<file path="src/rtl/saturn_pkg.sv">
// Shared types and constants for the Saturn external memory arbiter.
package saturn_pkg;

  localparam int unsigned ADDR_W = 25;
  localparam int unsigned DATA_W = 32;
  localparam int unsigned BE_W   = 4;
  localparam int unsigned CNT_W  = 8;

  typedef enum logic [1:0] {
    ROM  = 2'd0,
    RAML = 2'd1,
    RAMH = 2'd2,
    NONE = 2'd3
  } mem_sel_t;

  typedef enum logic [1:0] {
    ST_IDLE    = 2'd0,
    ST_ACCESS  = 2'd1,
    ST_RECOVER = 2'd2
  } arb_state_t;

  localparam logic [DATA_W-1:0] UNMAPPED_DATA = 32'hFFFF_FFFF;

  typedef struct packed {
    logic [ADDR_W-1:0] addr;
    mem_sel_t          sel;
    logic [BE_W-1:0]   we_n;
    logic [DATA_W-1:0] wdata;
  } mem_req_t;

  // Chip selects as {RAMH, RAML, ROM}, active low.
  function automatic logic [2:0] sel_to_cs_n(input mem_sel_t sel);
    logic [2:0] cs_n;
    cs_n = 3'b111;
    case (sel)
      ROM:     cs_n = 3'b110;
      RAML:    cs_n = 3'b101;
      RAMH:    cs_n = 3'b011;
      default: cs_n = 3'b111;
    endcase
    return cs_n;
  endfunction

endpackage

</file>
<file path="src/rtl/mem_arb_port_mux.sv">
// Two-port request selector: picks the winning requester and forwards its payload.
module mem_arb_port_mux
  import saturn_pkg::*;
#(
  parameter bit A_PRIORITY = 1'b0
) (
  input  logic     i_a_req,
  input  logic     i_b_req,
  input  logic     i_last_b,
  input  mem_req_t i_a,
  input  mem_req_t i_b,
  output logic     o_gnt_c,
  output logic     o_gnt_b_c,
  output mem_req_t o_req_c
);

  // On a tie, round-robin hands the port to whoever did not go last.
  always_comb begin
    o_gnt_c   = i_a_req | i_b_req;
    o_gnt_b_c = 1'b0;
    if (i_b_req && !i_a_req) begin
      o_gnt_b_c = 1'b1;
    end else if (i_a_req && i_b_req) begin
      o_gnt_b_c = A_PRIORITY ? 1'b0 : ~i_last_b;
    end
    o_req_c = o_gnt_b_c ? i_b : i_a;
  end

endmodule

</file>
<file path="src/rtl/saturn_mem_arbiter.sv">
// Arbitrates the external ROM/RAM-L/RAM-H port between the CPU (A) and SCU DMA (B)
// and sequences chip select, strobes, wait handling and completion.
module saturn_mem_arbiter
  import saturn_pkg::*;
#(
  parameter int unsigned TIMEOUT_CYC = 255,
  parameter bit          A_PRIORITY  = 1'b0
) (
  input  logic              i_clk,
  input  logic              i_rst,
  input  logic              i_ce_r,
  input  logic              i_a_req,
  input  logic [ADDR_W-1:0] i_a_addr,
  input  logic [1:0]        i_a_sel,
  input  logic [BE_W-1:0]   i_a_we_n,
  input  logic [DATA_W-1:0] i_a_do,
  output logic [DATA_W-1:0] o_a_di,
  output logic              o_a_ack,
  input  logic              i_b_req,
  input  logic [ADDR_W-1:0] i_b_addr,
  input  logic [1:0]        i_b_sel,
  input  logic [BE_W-1:0]   i_b_we_n,
  input  logic [DATA_W-1:0] i_b_do,
  output logic [DATA_W-1:0] o_b_di,
  output logic              o_b_ack,
  output logic [ADDR_W-1:0] o_mem_a,
  output logic [DATA_W-1:0] o_mem_do,
  input  logic [DATA_W-1:0] i_mem_di,
  output logic [BE_W-1:0]   o_mem_dqm_n,
  output logic              o_mem_rd_n,
  output logic              o_rom_cs_n,
  output logic              o_raml_cs_n,
  output logic              o_ramh_cs_n,
  input  logic              i_mem_wait_n,
  output logic              o_grant_b,
  output logic              o_err
);

  localparam logic [CNT_W-1:0] TIMEOUT_LIM = CNT_W'(TIMEOUT_CYC);

  arb_state_t        r_state;
  mem_req_t          r_hold;
  logic              r_last_b;
  logic [CNT_W-1:0]  r_wait_cnt;
  logic              r_err;
  logic              r_a_ack;
  logic              r_b_ack;
  logic [DATA_W-1:0] r_a_di;
  logic [DATA_W-1:0] r_b_di;
  logic [2:0]        r_cs_n;
  logic              r_rd_n;
  logic [BE_W-1:0]   r_dqm_n;

  arb_state_t        w_state_nxt;
  mem_req_t          w_hold_nxt;
  logic              w_last_b_nxt;
  logic [CNT_W-1:0]  w_cnt_nxt;
  logic              w_err_nxt;
  logic              w_a_ack_nxt;
  logic              w_b_ack_nxt;
  logic [DATA_W-1:0] w_a_di_nxt;
  logic [DATA_W-1:0] w_b_di_nxt;
  logic [2:0]        w_cs_n_nxt;
  logic              w_rd_n_nxt;
  logic [BE_W-1:0]   w_dqm_n_nxt;
  logic              w_done;
  logic [DATA_W-1:0] w_rdata;
  logic              w_drive;
  mem_req_t          w_drv_req;

  mem_req_t          w_a_req;
  mem_req_t          w_b_req;
  logic              w_gnt;
  logic              w_gnt_b;
  mem_req_t          w_mux_req;

  assign w_a_req = {i_a_addr, i_a_sel, i_a_we_n, i_a_do};
  assign w_b_req = {i_b_addr, i_b_sel, i_b_we_n, i_b_do};

  mem_arb_port_mux #(
    .A_PRIORITY(A_PRIORITY)
  ) u_port_mux (
    .i_a_req  (i_a_req),
    .i_b_req  (i_b_req),
    .i_last_b (r_last_b),
    .i_a      (w_a_req),
    .i_b      (w_b_req),
    .o_gnt_c  (w_gnt),
    .o_gnt_b_c(w_gnt_b),
    .o_req_c  (w_mux_req)
  );

  // Next-state, completion and strobe decode; strobes are registered from the next state.
  always_comb begin
    w_state_nxt  = r_state;
    w_hold_nxt   = r_hold;
    w_last_b_nxt = r_last_b;
    w_cnt_nxt    = r_wait_cnt;
    w_err_nxt    = r_err;
    w_a_ack_nxt  = 1'b0;
    w_b_ack_nxt  = 1'b0;
    w_a_di_nxt   = r_a_di;
    w_b_di_nxt   = r_b_di;
    w_cs_n_nxt   = 3'b111;
    w_rd_n_nxt   = 1'b1;
    w_dqm_n_nxt  = {BE_W{1'b1}};
    w_done       = 1'b0;
    w_rdata      = '0;
    w_drive      = 1'b0;
    w_drv_req    = r_hold;

    case (r_state)
      ST_IDLE: begin
        if (w_gnt) begin
          w_hold_nxt   = w_mux_req;
          w_last_b_nxt = w_gnt_b;
          w_cnt_nxt    = '0;
          w_drive      = 1'b1;
          w_drv_req    = w_mux_req;
          w_state_nxt  = ST_ACCESS;
        end
      end
      ST_ACCESS: begin
        if (r_hold.sel == NONE) begin
          w_done  = 1'b1;
          w_rdata = UNMAPPED_DATA;
        end else if (i_mem_wait_n) begin
          w_done  = 1'b1;
          w_rdata = (r_hold.we_n == {BE_W{1'b1}}) ? i_mem_di : '0;
        end else if ((r_wait_cnt + CNT_W'(1)) == TIMEOUT_LIM) begin
          w_done    = 1'b1;
          w_rdata   = UNMAPPED_DATA;
          w_err_nxt = 1'b1;
        end else begin
          w_cnt_nxt = r_wait_cnt + CNT_W'(1);
          w_drive   = 1'b1;
        end
        if (w_done) begin
          w_state_nxt = ST_RECOVER;
        end
      end
      ST_RECOVER: w_state_nxt = ST_IDLE;
      default:    w_state_nxt = ST_IDLE;
    endcase

    if (w_drive && (w_drv_req.sel != NONE)) begin
      w_cs_n_nxt = sel_to_cs_n(w_drv_req.sel);
      if (w_drv_req.we_n == {BE_W{1'b1}}) begin
        w_rd_n_nxt = 1'b0;
      end else begin
        w_dqm_n_nxt = w_drv_req.we_n;
      end
    end

    if (w_done) begin
      if (r_last_b) begin
        w_b_ack_nxt = 1'b1;
        w_b_di_nxt  = w_rdata;
      end else begin
        w_a_ack_nxt = 1'b1;
        w_a_di_nxt  = w_rdata;
      end
    end
  end

  always_ff @(posedge i_clk or posedge i_rst) begin
    if (i_rst) begin
      r_state    <= ST_IDLE;
      r_hold     <= '0;
      r_last_b   <= 1'b0;
      r_wait_cnt <= '0;
      r_err      <= 1'b0;
      r_a_ack    <= 1'b0;
      r_b_ack    <= 1'b0;
      r_a_di     <= '0;
      r_b_di     <= '0;
      r_cs_n     <= 3'b111;
      r_rd_n     <= 1'b1;
      r_dqm_n    <= {BE_W{1'b1}};
    end else if (i_ce_r) begin
      r_state    <= w_state_nxt;
      r_hold     <= w_hold_nxt;
      r_last_b   <= w_last_b_nxt;
      r_wait_cnt <= w_cnt_nxt;
      r_err      <= w_err_nxt;
      r_a_ack    <= w_a_ack_nxt;
      r_b_ack    <= w_b_ack_nxt;
      r_a_di     <= w_a_di_nxt;
      r_b_di     <= w_b_di_nxt;
      r_cs_n     <= w_cs_n_nxt;
      r_rd_n     <= w_rd_n_nxt;
      r_dqm_n    <= w_dqm_n_nxt;
    end
  end

  assign o_a_di      = r_a_di;
  assign o_a_ack     = r_a_ack;
  assign o_b_di      = r_b_di;
  assign o_b_ack     = r_b_ack;
  assign o_mem_a     = r_hold.addr;
  assign o_mem_do    = r_hold.wdata;
  assign o_mem_dqm_n = r_dqm_n;
  assign o_mem_rd_n  = r_rd_n;
  assign o_rom_cs_n  = r_cs_n[0];
  assign o_raml_cs_n = r_cs_n[1];
  assign o_ramh_cs_n = r_cs_n[2];
  assign o_grant_b   = r_last_b;
  assign o_err       = r_err;

endmodule

</file>
<file path="config.mk">
export PLATFORM = sky130hd
export DESIGN_NAME = saturn_mem_arbiter
export DESIGN_NICKNAME = d
export VERILOG_FILES = /design/src/rtl/saturn_pkg.sv /design/src/rtl/mem_arb_port_mux.sv /design/src/rtl/saturn_mem_arbiter.sv
export SDC_FILE = /design/constraint.sdc
export NUM_CORES = 1
export LEC_CHECK = 0
export ABC_AREA = 1
export BUFFER_PORTS_ARGS = -buffer_cell sky130_fd_sc_hd__buf_4
export CAP_MARGIN = 20
export CORE_AREA = 2 2 159 161
export CTS_BUF_LIST = sky130_fd_sc_hd__clkbuf_4
export DETAILED_ROUTE_END_ITERATION = 7
export DIE_AREA = 0 0 161 163
export GPL_TIMING_DRIVEN = 1
export PLACE_DENSITY = 0.67
export SYNTH_ARGS = -nofsm -noshare
export SYNTH_HDL_FRONTEND = slang
export SYNTH_HIERARCHICAL = 1
export SYNTH_SLANG_ARGS = --single-unit
</file>
<file path="constraint.sdc">
create_clock -name i_clk -period 7.9 [get_ports i_clk]
set_input_delay 0.395 -clock i_clk [delete_from_list [all_inputs] [get_ports i_clk]]
set_output_delay 0.395 -clock i_clk [all_outputs]
set_load 0.01 [all_outputs]
</file>
==> results.toml <==
[clock_tree]
cts_tree = "done"
numCtsBuffers = 17
clk_path_buf_depth = 2
cts.clk_slew.worst_paths_ns = 0.15
root_buffer = "clkbuf_4"
cts_resized = 0
clk_latency_ns = 0.56
h-tree-depth = 4
cts.sinks = 149

[yosys]
synth_most_common_cell = "nand2_1"
synthesis.nets = 1073
ys_async_sr_fraction_pct = 100
ys_warn_count = 6
synth_edf_count = 0
ys_seq_area_share_pct = 48.2
synth_commonest_cells = "nand2_1 (318), dfrtp_1 (141), nand3_1 (111), buf_4 (62), mux2_2 (58)"
synthesis.area_um2 = 7760
synth_area_leaders = "dfrtp_1 (45%), nand2_1 (15%), mux2_2 (8.4%)"
syn_area_per_cell_um2 = 8.56
synth_top_cell_by_area = "dfrtp_1"
synth_seq_cells = 149
syn_inst = 907
yosysUniqueCellTypes = 28
synth_top_area_share_pct = 45.5
synth_top_flop_cell = "dfrtp_1"

[place]
gp_congestion = 0.863
dp_cells = 1430
hpwl_mm = 16.4
portBuffers = 296

[sta]
maxSlewHeadroom_pct = 43.5
period_share_pct = 30.0
fmax_ghz = 0.422
setup_tns_ns = 0
rsz0062_at_grt = "no"
worstMarginPinSlew_ns = 0.848
setup_viol = 0
maxSlewViolCount = 0
hold_viol = 0
holdWs_ns = 0.143
fin_crit_ns = 2.37
fin_skew_ns = 0.0299

[global_routing]
grt_pass1_vias = 6665
grt_pass1_wl_mm = 35.8
gr-total-overflow = 0
antenna_found_initial = 0
grt_max_degree = 90
grtUsageTotal_pct = 17.3

[drt]
drtPass1Iterations = 5
route.vias.total = 6792
wirelength_mm = 22.7
detail-route-antenna-nets = 0
drtIter0Drc = 433
viasPerCell = 4.64
drc = 0
wire_per_inst_um = 15.5

[finish]
area_growth_pct = 29.3
drive_above_1_share_pct = 39.0
fin_cells = 1464
nNetsFinal = 1287
diodes = 0
final_util_pct = 40.7

[job]
max_cap_violations = 0

[floorplanning]
die_w_um = 161
dieArea_um2 = 26200
ioPinCount = 297
dieHeight_um = 163
design.core.area_um2 = 24700
rows = 58
initial_core_util_pct = 31.5

[status]
outcome = "completed"

[worst_setup_path]
start_kind = "flip-flop"
cp_data_required_time_ns = 8.37
cp-end-kind = "flip-flop"
crit_fanout = 65
critPathKind = "reg -> reg"
critPathArrivalTime_ns = 2.84

[power]
peakVddDrop_mv = 0.158
powerDensity_nw_per_um2 = 333
p_leak_nw = 5.16

[min_path]
hold_path.class = "in -> reg"
==> where the power goes <==
part,switching [mW],internal [mW]
Combinational,0.794,0.759
Clock,0.338,0.145
Sequential,0.208,1.10
Total,1.34,2.01
==> registers in the layout, indices dropped and copies added (netlist names) <==
| register | flops |
|---|---|
| o_a_ack | 1 |
| o_a_di | 32 |
| o_b_ack | 1 |
| o_b_di | 32 |
| o_err | 1 |
| o_grant_b | 1 |
| o_mem_a | 25 |
| o_mem_do | 32 |
| o_mem_dqm_n | 4 |
| o_mem_rd_n | 1 |
| r_cs_n | 3 |
| r_hold | 6 |
| r_state | 2 |
| r_wait_cnt | 8 |
==> logic make-up after synthesis <==
family          Yosys count  synth area share (%)
simple gates            466                  25.2
compound gates           87                  6.53
flops                   149                  48.2
fa+ha+maj                 2                 0.322
mux                      59                  8.54
buf+inv                 144                  11.2
==> layout by cell type (no fill, tap or decap), types with 3 or more instances in the layout <==
master / n
clkbuf_4: 17
or2_2: 8
mux2_2: 58
o21ai_0: 17
buf_4: 305
a21oi_1: 3
nor2_1: 15
o21ai_2: 17
dfrtp_1: 141
inv_1: 30
inv_6: 7
nand2_1: 317
o21ai_1: 47
dfstp_2: 8
nor2_2: 4
nand3_1: 111
nand2_2: 4
inv_8: 5
o21bai_1: 3
==> path summary, 6_finish.rpt <==
check / startpoint / to / cells past startpoint / slack [ns]
worst min-delay path: i_ce_r / r_hold[35] / 2 / 0.14
worst max register to register: r_wait_cnt[0] / o_a_di[8] / 12 / 5.53
worst min register to register: o_a_di[1] / o_a_di[1] / 2 / 0.50
worst max-delay path: r_wait_cnt[0] / o_a_di[8] / 12 / 5.53
min in group asynchronous: i_rst / o_a_di[1] / 3 / 0.55
max in group asynchronous: i_rst / o_mem_do[7] / 4 / 5.98
==> worst max-delay path: stages, from the launching register on <==
cell      delay, ns
dfrtp_1        0.46
ha_1           0.24
nand3_1        0.13
nor2_1         0.12
nand2_1        0.05
nand2_1        0.10
nor2_2         0.06
nand2_2        0.09
nand2_4        0.08
nand3b_2       0.08
buf_4          0.60
nand2_1        0.15
o21ai_2        0.09
==> cell type report <==
class                   count  area, um2
fillers                  2547      14600
flip-flops and latches    149       3740
multi-input cells         614       3160
repair buffers            307       2320
well taps                 330        413
clock inverters            15        153
clock buffers              17        128
inverters                  32        125
==> repair_timing <==
action                    4_1_cts  5_1_grt
setup buffers                   0        0
hold buffers                    1        0
hold endpoints to repair       27        0
==> stage by stage <==
stage / area, um2 / total power, mW / setup WS (ns)
6_report: 10000 / 3.35 / 5.53
3_5_place_dp: 9720 / 2.90 / 4.89
3_3_place_gp: 9720 / 2.86 / 5.01
2_1_floorplan: 7760 / 2.32 / 3.51
4_1_cts: 10000 / 3.39 / 4.87
5_1_grt: 10000 / 3.60 / 5.31
==> layer usage <==
layer | vias up | wire [um] | global-route usage [%]
li1 | 3314 | - | -
met1 | 3172 | 10000 | 23.2
met2 | 294 | 10500 | 27.5
met3 | 12 | 1960 | 5.09
met4 | 0 | 240 | 4.18
met5 | - | 0 | 0
No activity file was read; power rests on OpenSTA's default activity.
